**config.mk**
```make
export PLATFORM = sky130hd
export DESIGN_NAME = rv32_mod_instruction_decoder_imm_pipe_flat
export DESIGN_NICKNAME = d
export VERILOG_FILES = /design/src/rtl/rv32_mod_instruction_decoder_imm_pipe_if.sv /design/src/rtl/rv32_mod_instruction_decoder_imm_pipe.sv /design/src/flat_wrapper.sv
export SDC_FILE = /design/constraint.sdc
export NUM_CORES = 1
export LEC_CHECK = 0
export CAP_MARGIN = 10
export CORE_ASPECT_RATIO = 1.5
export CORE_MARGIN = 10
export CORE_UTILIZATION = 52
export CTS_BUF_LIST = sky130_fd_sc_hd__clkbuf_2
export CTS_CLUSTER_DIAMETER = 150
export DETAILED_ROUTE_END_ITERATION = 7
export PLACE_DENSITY = 0.82
export REMOVE_ABC_BUFFERS = 1
export SYNTH_ARGS = -nofsm -noshare
export SYNTH_HDL_FRONTEND = slang
export SYNTH_SLANG_ARGS = --single-unit
```
**constraint.sdc**
```tcl
create_clock -name clk -period 2 [get_ports clk]
set_input_delay 0.4 -clock clk [delete_from_list [all_inputs] [get_ports clk]]
set_output_delay 0.4 -clock clk [all_outputs]
set_load 0.05 [all_outputs]
```
**src/rtl/rv32_mod_instruction_decoder_imm_pipe_if.sv**
```systemverilog
// ---------------------------------------------------------------------------
// rv32_mod_instruction_decoder_imm_pipe_if
// Purpose: groups the fetch-side and execute-side handshake signals of the
//          decode-stage immediate generator into one bundle.
// Signals:
//   in_valid / in_ready        fetch-side handshake
//   in_instruction [31:0]      raw instruction word
//   in_format [5:0]            {r, i, s, s_subtype_b, u, u_subtype_j}
//   in_csr_imm                 request CSR zimm instead of the I immediate
//   in_tag [TAG_W-1:0]         sideband (rd / ROB index)
//   out_valid / out_ready      execute-side handshake
//   out_immediate [XLEN-1:0]   decoded immediate
//   out_tag [TAG_W-1:0]        tag belonging to out_immediate
//   out_format_err             in_format / zimm combination was illegal
// Modports: master = producer of instructions / consumer of immediates,
//           slave  = the immediate generator itself.
// ---------------------------------------------------------------------------
interface rv32_mod_instruction_decoder_imm_pipe_if #(
    parameter int XLEN  = 32,
    parameter int TAG_W = 5
);
    logic             in_valid;
    logic             in_ready;
    logic [31:0]      in_instruction;
    logic [5:0]       in_format;
    logic             in_csr_imm;
    logic [TAG_W-1:0] in_tag;
    logic             out_valid;
    logic             out_ready;
    logic [XLEN-1:0]  out_immediate;
    logic [TAG_W-1:0] out_tag;
    logic             out_format_err;

    modport master (
        output in_valid, in_instruction, in_format, in_csr_imm, in_tag, out_ready,
        input  in_ready, out_valid, out_immediate, out_tag, out_format_err
    );

    modport slave (
        input  in_valid, in_instruction, in_format, in_csr_imm, in_tag, out_ready,
        output in_ready, out_valid, out_immediate, out_tag, out_format_err
    );
endinterface

```
**src/rtl/rv32_mod_instruction_decoder_imm_pipe.sv**
```systemverilog
// ---------------------------------------------------------------------------
// rv32_mod_instruction_decoder_imm_pipe
// Purpose: registered, flow-controlled RV32 immediate generator. Decodes the
//          immediate of an accepted instruction and presents it one cycle
//          later through a 2-entry (main + skid) buffer so that out_ready
//          never reaches in_ready combinationally.
// Parameters:
//   XLEN    immediate width (32 or 64), sign taken from instruction[31]
//   ZIMM_EN when 1, in_csr_imm selects the zero-extended CSR immediate
//   TAG_W   width of the sideband tag
// Ports:
//   clk    rising-edge clock
//   rstn   asynchronous active-low reset
//   flush  synchronous flush, highest priority, drops held entries and the
//          input offered in the same cycle
//   bus    slave side of rv32_mod_instruction_decoder_imm_pipe_if
// ---------------------------------------------------------------------------
module rv32_mod_instruction_decoder_imm_pipe #(
    parameter int XLEN    = 32,
    parameter bit ZIMM_EN = 1'b1,
    parameter int TAG_W   = 5
) (
    input  logic clk,
    input  logic rstn,
    input  logic flush,
    rv32_mod_instruction_decoder_imm_pipe_if.slave bus
);

    localparam logic [5:0] FMT_R = 6'b100000;
    localparam logic [5:0] FMT_I = 6'b010000;
    localparam logic [5:0] FMT_S = 6'b001000;
    localparam logic [5:0] FMT_B = 6'b001100;
    localparam logic [5:0] FMT_U = 6'b000010;
    localparam logic [5:0] FMT_J = 6'b000011;

    logic [31:0]      ins;
    logic             use_zimm;
    logic [XLEN-1:0]  dec_imm;
    logic             dec_err;

    logic             main_valid;
    logic [XLEN-1:0]  main_imm;
    logic [TAG_W-1:0] main_tag;
    logic             main_err;

    logic             skid_valid;
    logic [XLEN-1:0]  skid_imm;
    logic [TAG_W-1:0] skid_tag;
    logic             skid_err;

    logic             main_free;
    logic             accept;

    // Every immediate is first formed as a 32-bit value whose bit 31 is
    // instruction[31]; widening that value signed gives the XLEN result.
    function automatic logic [XLEN-1:0] widen(input logic [31:0] v);
        return XLEN'($signed(v));
    endfunction

    assign ins      = bus.in_instruction;
    assign use_zimm = ZIMM_EN && bus.in_csr_imm;

    // Immediate decode. Illegal formats, and zimm on anything but I,
    // report an error with a zero immediate.
    always_comb begin
        dec_imm = '0;
        dec_err = 1'b0;
        if (use_zimm) begin
            if (bus.in_format == FMT_I) begin
                dec_imm = XLEN'(ins[19:15]);
            end else begin
                dec_err = 1'b1;
            end
        end else begin
            case (bus.in_format)
                FMT_R:   dec_imm = '0;
                FMT_I:   dec_imm = widen({{20{ins[31]}}, ins[31:20]});
                FMT_S:   dec_imm = widen({{20{ins[31]}}, ins[31:25], ins[11:7]});
                FMT_B:   dec_imm = widen({{19{ins[31]}}, ins[31], ins[7], ins[30:25], ins[11:8], 1'b0});
                FMT_U:   dec_imm = widen({ins[31:12], 12'b0});
                FMT_J:   dec_imm = widen({{11{ins[31]}}, ins[31], ins[19:12], ins[20], ins[30:21], 1'b0});
                default: dec_err = 1'b1;
            endcase
        end
    end

    // in_ready is simply the inverse of the skid flop, so it is registered
    // and independent of out_ready in the current cycle.
    assign bus.in_ready = !skid_valid;
    assign main_free    = !main_valid || bus.out_ready;
    assign accept       = bus.in_valid && !skid_valid && !flush;

    // Main/skid buffer. When main frees up the skid entry moves in first to
    // keep FIFO order; a new input only goes to skid while main is stalled.
    // Accepting is impossible while skid is full, so the skid-to-main move
    // never competes with a new input.
    always_ff @(posedge clk or negedge rstn) begin
        if (!rstn) begin
            main_valid <= 1'b0;
            main_imm   <= '0;
            main_tag   <= '0;
            main_err   <= 1'b0;
            skid_valid <= 1'b0;
            skid_imm   <= '0;
            skid_tag   <= '0;
            skid_err   <= 1'b0;
        end else if (flush) begin
            main_valid <= 1'b0;
            skid_valid <= 1'b0;
        end else if (main_free) begin
            if (skid_valid) begin
                main_valid <= 1'b1;
                main_imm   <= skid_imm;
                main_tag   <= skid_tag;
                main_err   <= skid_err;
                skid_valid <= 1'b0;
            end else if (accept) begin
                main_valid <= 1'b1;
                main_imm   <= dec_imm;
                main_tag   <= bus.in_tag;
                main_err   <= dec_err;
            end else begin
                main_valid <= 1'b0;
            end
        end else if (accept) begin
            skid_valid <= 1'b1;
            skid_imm   <= dec_imm;
            skid_tag   <= bus.in_tag;
            skid_err   <= dec_err;
        end
    end

    assign bus.out_valid      = main_valid;
    assign bus.out_immediate  = main_imm;
    assign bus.out_tag        = main_tag;
    assign bus.out_format_err = main_err;

endmodule

```
**src/flat_wrapper.sv**
```systemverilog
// flat-port wrapper written by rule: the top's interface ports become plain ports
module rv32_mod_instruction_decoder_imm_pipe_flat 
#(
    parameter int XLEN    = 32,
    parameter bit ZIMM_EN = 1'b1,
    parameter int TAG_W   = 5
)
  (clk, rstn, flush, bus_in_valid, bus_in_instruction, bus_in_format, bus_in_csr_imm, bus_in_tag, bus_out_ready, bus_in_ready, bus_out_valid, bus_out_immediate, bus_out_tag, bus_out_format_err);
  rv32_mod_instruction_decoder_imm_pipe_if #(.XLEN(XLEN), .TAG_W(TAG_W)) bus_i ();
  input  logic clk;
  input  logic rstn;
  input  logic flush;
  input wire logic [$bits(bus_i.in_valid)-1:0] bus_in_valid;
  input wire logic [$bits(bus_i.in_instruction)-1:0] bus_in_instruction;
  input wire logic [$bits(bus_i.in_format)-1:0] bus_in_format;
  input wire logic [$bits(bus_i.in_csr_imm)-1:0] bus_in_csr_imm;
  input wire logic [$bits(bus_i.in_tag)-1:0] bus_in_tag;
  input wire logic [$bits(bus_i.out_ready)-1:0] bus_out_ready;
  output wire logic [$bits(bus_i.in_ready)-1:0] bus_in_ready;
  output wire logic [$bits(bus_i.out_valid)-1:0] bus_out_valid;
  output wire logic [$bits(bus_i.out_immediate)-1:0] bus_out_immediate;
  output wire logic [$bits(bus_i.out_tag)-1:0] bus_out_tag;
  output wire logic [$bits(bus_i.out_format_err)-1:0] bus_out_format_err;
  assign bus_i.in_valid = bus_in_valid;
  assign bus_i.in_instruction = bus_in_instruction;
  assign bus_i.in_format = bus_in_format;
  assign bus_i.in_csr_imm = bus_in_csr_imm;
  assign bus_i.in_tag = bus_in_tag;
  assign bus_i.out_ready = bus_out_ready;
  assign bus_in_ready = bus_i.in_ready;
  assign bus_out_valid = bus_i.out_valid;
  assign bus_out_immediate = bus_i.out_immediate;
  assign bus_out_tag = bus_i.out_tag;
  assign bus_out_format_err = bus_i.out_format_err;
  rv32_mod_instruction_decoder_imm_pipe #(.XLEN(XLEN), .ZIMM_EN(ZIMM_EN), .TAG_W(TAG_W)) u_core (.clk(clk), .rstn(rstn), .flush(flush), .bus(bus_i));
endmodule
```
==> impl_results.md, run 1 <==
* Highest clock frequency the design can meet at roughly 520 MHz
* DRT iter0 DRCs at 238
* Path type of the worst setup path: reg -> out
* Cts bufs inserted at 9
* Die extent in x at 90.5 um
* Total iterations of the first detailed-routing run at 4
* Post-route core utilization at 69.4%
* Vias per std cell at roughly 5.7
* Static leakage power at approximately 2.2 nW
* Overall track demand over capacity in global routing at 19.2%
* Total via count in the routed design at around 3600
* Inserted Diodes at 0
* Worst Setup Start Kind: flip-flop
* Fin Hold WS at 0.341 ns
* Max capacitance violation total at 0
* Clock tree sinks at 78
* Global placer's final weighted congestion at 0.861
* Number of library cell types mapped by synthesis at 39
* Worst skew pair latency at 0.55 ns
* Count of port buffers added during placement at roughly 80
* WL met3 at 696 um
* Worst-path fanout max at 2
* Wire length reported by the detailed router at around 11000 um
* Final WS setup at 0.0863 ns
* DRC Markers at 0
* Core ar. at 0.00727 sq mm
* Initial antenna violation count at 0
* Tightest Hold Check Type: in -> async
* Worst-case clock skew at 0.0300 ns
* Pin count of the biggest net entering global routing at 41
* Post-synthesis register bit count at 78
* Met1 Wirelength at around 4200 um
* FP Rows at 38
* Routed len/inst at 16.8 um
* Slew headroom at 65.6%
* Reg clk slew, reported paths at 0.21 ns
* Worst voltage drop across the vdd grid at 0.467 mV
* Overall power consumption at approximately 3.6 mW
* Area added between synthesis and finish at 30.1%
* Worst-path cell with the longest stage delay: dlygate4sd2_1
* Status: completed
* Detailed placement HPWL at 8000 um
* Worst-path cell chain: dlygate4sd2_1
* Total Die Area at 0.0114 sq mm
* Worst Path Buf+Inv at 1
* Cells after synthesis at 426
* Via count of the first global-routing pass at 3799
* Yosys warnings at 0
* Power density over the cells at 721 mW/mm^2
* Buffer type at the clock tree root: clkbuf_2
* Pin slew with the least headroom to its limit at 0.516 ns
* Sort of element at the end of the critical path: output port
* Post-placement setup slack at -0.406 ns
* Final hold violations at 0
* Data arrival time of the critical path at 1.51 ns
* Layout cell share with drive strength beyond 1 at between 10% and 20%
* Unrepaired setup endpoints after global routing: false
* Crit-path leading delay family: buffers and inverters
* Final critical delay including setup and external delays at 1.91 ns
* Max-slew violation count at 0
* Post-Syn Area per Cell at 9.11 sq um
* I/O Pins at 89
* Post-synthesis cell type with the largest combined area: dfrtp_1
* Number of levels in the clock H-tree at 3
* Overall die height at between 100 and 150 um
* Layout Nets at 578
* GR Overflow Total at 0
* Area post-placement at 0.00496 sq mm
* Cell area after technology mapping at 0.00388 sq mm
* Critical Path Max Stage Delay at about 0.55 ns
* Clock Tree Buf Depth at 2
* Endpoint required time on the critical path at approximately 1.6 ns
* Final Cell Area at 0.00505 sq mm
* Clock tree from TritonCTS: yes
* Final ANT Viol Nets at 0
* Sequential cell area fraction in the yosys report at between 50 and 60%
* Final count of negative-setup-slack endpoints at 0
* Initial core utilization at between 50% and 60%
* Area fraction of the dominant cell type after synthesis at 50.3%
* First-pass GRT wire length at 18300 um
* Highest routed layer: met4
* Fin crit share at 95.7%
* Dominant cells by area after synthesis: dfrtp_1 (50%), nand2_1 (5.1%), a21oi_1 (4.9%)
* Detail Route met2 WL at 5580 um
## synthesized netlist by cell type (all sizes together)
master,count
o21bai,5
o311a,1
nand2,53
nor2,35
dfrtp,78
or2,2
nor4b,7
o31ai,13
o211ai,6
nor4,6
or4b,2
clkbuf,22
or3b,3
a211oi,18
o41ai,1
xnor2,1
nor3b,8
inv,21
mux2i,6
o22ai,13
and2,1
nor3,12
nor2b,1
nand3b,1
or3,3
buf,12
o21ai,43
a21oi,38
a31oi,10
nand2b,2
nand3,2
## placed cells by master (no fill, tap or decap), types with 2 or more instances in the layout
cell and instances:
or3_1 3, o22ai_1 13, a31oi_1 10, inv_1 20, or3b_1 2, dfrtp_1 78, nor3b_1 8, nor2_1 35
buf_12 2, o211ai_1 5, nor4b_1 7, clkinv_1 4, clkinv_2 2, nand2b_1 2, o21ai_1 24, o21ai_0 18
o21bai_1 5, a21oi_1 38, clkdlybuf4s50_1 40, nand3_4 2, clkbuf_2 9, nand2_1 53, nor3_1 11, buf_4 56
o31ai_1 13, nor4_1 6, a211oi_1 17, or2_2 2, mux2i_1 6, dlygate4sd2_1 27
## metal layers
layer / track usage (%) / vias up
met2: 33.2 / 125
met3: 3.45 / 18
li1: - / 1723
met4: 9.49 / 0
met5: 0 / -
met1: 22.4 / 1742
## repair_timing
action | 4_1_cts | 5_1_grt
endpoints found under the hold margin | 38 | 0
gates resized for setup | 28 | 0
hold buffers | 1 | 0
endpoints found under the setup margin | 28 | 0
setup buffers | 1 | 0
## cell families (layout without fill, tap and decap cells)
logic type / Yosys count / in the layout / share of synthesized area [%]
flops: 78 / 78 / 50.3
mux: 6 / 6 / 1.55
simple gates: 138 / 138 / 17.9
buf+inv: 55 / 163 / 6.48
xor+xnor: 1 / 1 / 0.226
compound gates: 148 / 148 / 23.5
## path summary, 6_finish.rpt
check                                                   from                            to  slack [ns]  cells past startpoint
worst max-delay path            u_core.bus.out_immediate[11]         bus_out_immediate[11]        0.09                      1
max in group asynchronous                               rstn   u_core.bus.out_immediate[8]        1.09                      3
worst min register to register         u_core.bus.out_tag[1]         u_core.bus.out_tag[1]        0.50                      2
worst max register to register             u_core.skid_valid            u_core.skid_imm[8]        0.21                      4
min in group clk                               bus_in_tag[4]            u_core.skid_tag[4]        0.41                      3
worst min-delay path                                    rstn  u_core.bus.out_immediate[18]        0.34                      2
## flip-flops by register name (all words and copies together) (netlist names)
name / flops
u_core.skid_imm: 32
u_core.bus.out_tag: 5
u_core.skid_valid: 1
u_core.bus.out_immediate: 32
u_core.bus.out_format_err: 1
u_core.skid_err: 1
u_core.bus.out_valid: 1
u_core.skid_tag: 5
## power breakdown
part           total, mW  switching, mW  leakage (nW)  internal (mW)
Clock              0.812          0.543        0.0656          0.268
Sequential          1.82         0.0874          1.01           1.73
Combinational       1.01          0.666          1.14          0.344
## through the flow
step | TNS (ns) | std cells
CTS | 0 | 634
detailed placement | -22.04 | 616
floorplan | -30.10 | 392
finish | 0 | 634
global placement | -17.69 | 616
global route | 0 | 634
## cell type report
cell class              instances  area [sq um]
flip-flops and latches         78          1950
clock inverters                 7          55.1
clock buffers                   9          45.0
fillers                       576          2230
well taps                     100           125
multi-input cells             293          1680
repair buffers                126          1110
inverters                      21          82.6
(Power assumes the default switching activity.)
==> run 2: changes to the inputs <==
Settings changed: CORE_UTILIZATION 52 to 56, CTS_CLUSTER_DIAMETER 150 to default, PLACE_DENSITY 0.82 to 0.88.
Clock period 2 ns to 2.22 ns, I/O delays scaled along.
==> run 2 against run 1 <==
Compared with the run above: die area is 5.8% lower; cell count fell by 4.6%; clock power fell by 21%; routed wire length grew 5.6%; sequential share of layout area grew 0.39 points; clock skew is 0.0013 ns higher; non-clock buffer count fell by 8.
==> impl_results.md, run 2 (synthesis results as in run 1) <==
* Layout cell share with drive strength beyond 1 at 11.8% (-3.4 points)
* Net switching share of the total power at 36.9% (+1.3 points)
* Reg clk slew, reported paths at 0.21 ns (about the same)
* Worst Setup Start Kind: flip-flop
* I/O Pins at 89 (unchanged)
* Total Die Area at 0.0107 sq mm (-5.8%)
* Most common cell after layout, fill and taps aside: dfrtp_1
* Clock tree from TritonCTS: yes
* Final count of negative-setup-slack endpoints at 0 (unchanged)
* DRC Markers at 0 (unchanged)
* Initial core utilization at 57.0% (+3.7 points)
* Slew headroom at 63.8% (-1.8 points)
* Total via count in the routed design at 3697 (+2.5%)
* Via count of the first global-routing pass at 3705 (-2.5%)
* Final hold violations at 0 (unchanged)
* Final ANT Viol Nets at 0 (unchanged)
* Vias per std cell at 6.11 (+7.4%)
* Routed len/inst at 18.6 um (+11%)
* Buffer type at the clock tree root: clkbuf_2
* Tightest Hold Check Type: in -> async
* Register share of total power at 51.4% (+1.4 points)
* Total iterations of the first detailed-routing run at 5 (+1)
* Status: completed
* Logic gate share of total power at 28.6% (+0.9 points)
* Met2 track demand over resource in global routing at 34.4% (+1.2 points)
* Layout Nets at 570 (-1.4%)
* GR Overflow Total at 0 (unchanged)
* Highest clock frequency the design can meet at 501 MHz
* Pin slew with the least headroom to its limit at 0.540 ns (+0.0241 ns)
* Overall die height at 122 um (-3.1%)
* Clock tree sinks at 78 (unchanged)
* Post-route core utilization at 73.5% (+4.0 points)
* Clock Tree Buf Depth at 2 (unchanged)
* Highest-utilization routing layer at the global route stage: met2
* Global placer's final weighted congestion at 0.847 (-1.7%)
* Placed cell count at 585 (-5.0%)
* Die extent in x at 88.0 um (-2.8%)
* Pin count of the biggest net entering global routing at 41 (unchanged)
* Max capacitance violation total at 0 (unchanged)
* Sort of element at the end of the critical path: output port
* Initial antenna violation count at 1 (+1)
* Area added between synthesis and finish at 28.8%
* Power density over the cells at 638 mW/mm^2 (-12%)
* Number of levels in the clock H-tree at 3 (unchanged)
* Core ar. at 0.00681 sq mm (-6.4%)
* Overall track demand over capacity in global routing at 21.3% (+2.0 points)
* FP Rows at 37 (-2.6%)
* Most frequent cells in the layout: dfrtp_1 (78), nand2_1 (53), clkdlybuf4s50_1 (40)
* Worst skew pair latency at 0.57 ns (+0.02 ns)
* P_int at 2.01 mW (-14%)
* Fin crit share at 90.0%
* Wire length reported by the detailed router at 11300 um (+5.6%)
* Detailed placement HPWL at 8010 um (+0.15%)
* Max-slew violation count at 0 (unchanged)
* Path type of the worst setup path: reg -> out
* Unrepaired setup endpoints after global routing: false
* Worst-case clock skew at 0.0313 ns (+0.00133 ns)
* First-pass GRT wire length at 18200 um (-0.57%)
* DRT iter0 DRCs at 409 (+72%)
* GR Layer Usage met1 at 25.4% (+3.0 points)
* Met3 capacity usage during global routing at 5.34% (+1.9 points)
* Count of port buffers added during placement at 81 (unchanged)
* NetSw at 1.18 mW (-9.2%)
* Worst voltage drop across the vdd grid at 0.397 mV (-15%)
* Clock network power share at 20.0% (-2.3 points)
* Endpoint required time on the critical path at 1.78 ns (+0.18 ns)
* Worst-path fanout max at 18 (+16)
* Final critical delay including setup and external delays at 2.00 ns
* Static leakage power at 2.23 nW (+0.36%)
* Post-route non-filler standard cell count at 605 (-4.6%)
* Data arrival time of the critical path at 1.55 ns (+0.04 ns)
* Cts bufs inserted at 9 (unchanged)
-- run 2: cell count changes in the layout (fill, tap and decap cells not counted), sizes merged --
cell	before	now
dlygate4sd2	27	36
buf	58	38
bufinv	1	0
dlymetal6s2s	0	3
inv	20	21
diode	0	1
clkbuf	9	11
clkinv	6	4
-- run 2: path summary, 6_finish.rpt --
check                                    startpoint                      endpoint  slack [ns]  cells past startpoint
worst max register to register    u_core.skid_valid            u_core.skid_imm[9]        0.42                      4
worst max-delay path              u_core.skid_valid                  bus_in_ready        0.22                      3
min in group clk                      bus_in_tag[4]            u_core.skid_tag[4]        0.41                      3
max in group asynchronous                      rstn   u_core.bus.out_immediate[2]        1.26                      3
worst min register to register  u_core.skid_imm[10]           u_core.skid_imm[10]        0.50                      2
worst min-delay path                           rstn  u_core.bus.out_immediate[13]        0.36                      2
-- run 2: power by group through the flow --
| stage | clock [mW] | combinational, mW | sequential (mW) |
|---|---|---|---|
| 3_3_place_gp | 0 | 0.947 | 1.66 |
| 3_5_place_dp | 0 | 0.967 | 1.67 |
| 2_1_floorplan | 0 | 0.226 | 1.97 |
| 6_report | 0.638 | 0.911 | 1.64 |
| 5_1_grt | 0.693 | 0.976 | 1.65 |
| 4_1_cts | 0.650 | 0.915 | 1.64 |
-- run 2: layout make-up --
| class | instances | area [sq um] |
|---|---|---|
| Sequential cell | 78 | 1950 |
| Fill cell | 509 | 1810 |
| Multi-Input combinational cell | 293 | 1680 |
| Timing Repair Buffer | 118 | 1100 |
| Tap cell | 78 | 97.6 |
| Inverter | 21 | 82.6 |
| Clock buffer | 11 | 55.1 |
| Clock inverter | 5 | 25.0 |
| Antenna cell | 1 | 2.50 |
-- run 2: critical path, stage by stage (launching register included) --
cell and delay, ns:
dfrtp_1 0.41, buf_6 0.22, clkinvlp_4 0.15, buf_4 0.20
-- run 2: through the flow --
stage | hold WS [ns] | setup TNS (ns) | instance area (sq um) | total power, mW | worst slack [ns]
3_5_place_dp | 0.458 | -11.16 | 4920 | 2.64 | -0.282
2_1_floorplan | 0.148 | -17.23 | 3710 | 2.20 | -0.728
4_1_cts | 0.371 | 0 | 4970 | 3.20 | 0.000445
5_1_grt | 0.384 | 0 | 5000 | 3.32 | 0.168
6_report | 0.358 | 0 | 5000 | 3.19 | 0.223
3_3_place_gp | 0.443 | -6.30 | 4920 | 2.61 | -0.164
-- run 2: layer usage --
layer | vias to the layer above | wire length [um] | share of wire [%]
met3 | 34 | 797 | 7.1
met2 | 175 | 5720 | 51
met5 | - | 0 | 0
met4 | 0 | 319 | 2.8
li1 | 1714 | - | -
met1 | 1774 | 4440 | 39
-- run 2: what timing repair did --
action | CTS | global route
setup endpoints to repair | 37 | 4
hold buffers | 1 | 0
hold endpoints to repair | 38 | 0
buffers inserted | 0 | 2
resized for setup | 38 | 3
==> run 3: changes to the inputs <==
Settings changed: CORE_MARGIN 10 to 3.
==> run 3 against run 2 <==
Compared with the run above: utilization rose by 4.7 points; worst hold slack improved by 0.014 ns; total power rose by 8.7%; first-iteration DRC count rose by 13%.
==> impl_results.md, run 3 (synthesis results as in run 1) <==
* Power density over the cells at 669 mW/mm^2 (+5.0%)
* Slew headroom at 64.4% (+0.54 points)
* Global placer's final weighted congestion at 0.876 (+3.5%)
* Unrepaired setup endpoints after global routing: false
* Static leakage power at 2.49 nW (+12%)
* Worst reg2reg startpoint: u_core.skid_valid
* Data arrival time of the critical path at 1.69 ns (+0.14 ns)
* Area post-placement at 0.00497 sq mm (+1.1%)
* Total via count in the routed design at 3789 (+2.5%)
* Final Cell Area at 0.00517 sq mm (+3.5%)
* Fin crit share at 96.3% (+6.3 points)
* Worst-path fanout max at 2 (-16)
* Critical Path Max Stage Delay at 0.80 ns (+0.39 ns)
* WL met3 at 750 um (-5.9%)
* Layout Nets at 578 (+1.4%)
* Number of cells on the worst reg-to-reg path at 6 (+2)
* Detail Route met2 WL at 5590 um (-2.2%)
* Path type of the worst setup path: reg -> out
* DRC Markers at 0 (unchanged)
* Endpoint required time on the critical path at 1.78 ns (about the same)
* Final hold violations at 0 (unchanged)
* Number of levels in the clock H-tree at 3 (unchanged)
* Sort of element at the end of the critical path: output port
* Worst-case clock skew at 0.0241 ns (-0.00726 ns)
* Routed len/inst at 18.0 um (-3.2%)
* Count of port buffers added during placement at 81 (unchanged)
* Clock tree sinks at 78 (unchanged)
* Crit-path leading delay family: buffers and inverters
* Status: completed
* Die extent in x at 74.0 um (-16%)
* Initial antenna violation count at 1 (unchanged)
* Cts bufs inserted at 9 (unchanged)
* Final ANT Viol Nets at 0 (unchanged)
* Wire length reported by the detailed router at 11000 um (-2.3%)
* Worst Path Buf+Inv at 1 (-2)
* Worst-path cell chain: clkdlybuf4s50_1
* Most frequent cells in the layout: dfrtp_1 (78), nand2_1 (53), buf_4 (43)
* Via count of the first global-routing pass at 3772 (+1.8%)
* Endpoint of the most critical setup path: bus_out_immediate[18]
* Core ar. at 0.00662 sq mm (-2.7%)
* RR Endpoint: u_core.bus.out_immediate[8]
* Final critical delay including setup and external delays at 2.14 ns (+0.141 ns)
* Met1 Wirelength at 4330 um (-2.5%)
* Detailed placement HPWL at 7600 um (-5.2%)
* Clock tree from TritonCTS: yes
* Worst-path cell with the longest stage delay: clkdlybuf4s50_1
* Initial core utilization at 58.6% (+1.6 points)
* Max capacitance violation total at 0 (unchanged)
* I/O Pins at 89 (unchanged)
* Worst voltage drop across the vdd grid at 0.455 mV (+15%)
* Buffer type at the clock tree root: clkbuf_2
* Overall track demand over capacity in global routing at 29.1% (+7.8 points)
* FP Rows at 36 (-2.7%)
* Final count of negative-setup-slack endpoints at 0 (unchanged)
* Tightest Hold Check Type: in -> async
* Pin count of the biggest net entering global routing at 35 (-15%)
* DRT iter0 DRCs at 462 (+13%)
* Vias per std cell at 6.20 (+1.5%)
* Total Die Area at 0.00798 sq mm (-26%)
* Reg clk slew, reported paths at 0.21 ns (about the same)
* Most common cell after layout, fill and taps aside: dfrtp_1
* Max-slew violation count at 0 (unchanged)
* FF-to-FF setup slack at 0.38 ns (-0.04 ns)
* Clock Tree Buf Depth at 2 (unchanged)
* Pin slew with the least headroom to its limit at 0.533 ns (-0.00709 ns)
* Highest clock frequency the design can meet at 468 MHz (-6.6%)
* Area added between synthesis and finish at 33.4%
* Overall die height at 108 um (-11%)
* GR Overflow Total at 0 (unchanged)
* Worst Setup Start Kind: flip-flop
* Worst path depth at 1 (-2)
* Worst skew pair latency at 0.53 ns (-0.04 ns)
* Fin Hold WS at 0.373 ns (+0.0144 ns)
* Layout cell share with drive strength beyond 1 at 13.5% (+1.7 points)
* First-pass GRT wire length at 17900 um (-1.6%)
* Worst Setup SP: u_core.bus.out_immediate[18]
* Total iterations of the first detailed-routing run at 5 (unchanged)
* Highest routed layer: met4
## run 3: final cells by class
class / count / area [sq um]
inverters: 21 / 82.6
flip-flops and latches: 78 / 1950
clock inverters: 4 / 71.3
fillers: 474 / 1450
clock buffers: 12 / 60.1
repair buffers: 126 / 1230
diodes: 1 / 2.50
well taps: 76 / 95.1
multi-input cells: 293 / 1680
## run 3: metrics by stage
step	setup TNS (ns)	util [%]	worst slack [ns]	power (mW)	std cells
6_report	0	78.2	0.0819	3.46	611
5_1_grt	0	78.2	0.000428	3.61	611
4_1_cts	0	77.2	0.00123	3.47	610
3_5_place_dp	-13.07	75.1	-0.284	2.64	592
3_3_place_gp	-10.34	75.1	-0.200	2.61	592
2_1_floorplan	-17.23	-	-0.728	2.20	392
## run 3: power by group
group	switching [mW]	internal, mW
sequential	0.0794	1.56
clock	0.494	0.383
combinational	0.610	0.337
## run 3: repair_timing
action	4_1_cts	5_1_grt
buffers inserted	1	0
gates cloned	0	0
hold buffers	1	0
endpoints found under the setup margin	14	25
gates resized for setup	14	25
endpoints found under the hold margin	32	0
## run 3: how the worst min path moves through the flow
stage	to	slack (ns)	depth (start not counted)
2_1_floorplan	u_core.bus.out_format_err	0.15	0
3_3_place_gp	u_core.bus.out_immediate[25]	0.43	1
3_5_place_dp	u_core.bus.out_immediate[25]	0.43	1
4_1_cts	u_core.bus.out_immediate[30]	0.35	2
5_1_grt	u_core.bus.out_immediate[30]	0.36	2
6_report	u_core.bus.out_immediate[27]	0.37	2
## run 3: metal layers
metal,vias up,global-route usage (%)
met3,39,5.67
met2,194,45.9
met1,1829,37.5
met4,0,14.8
li1,1727,-
met5,-,0
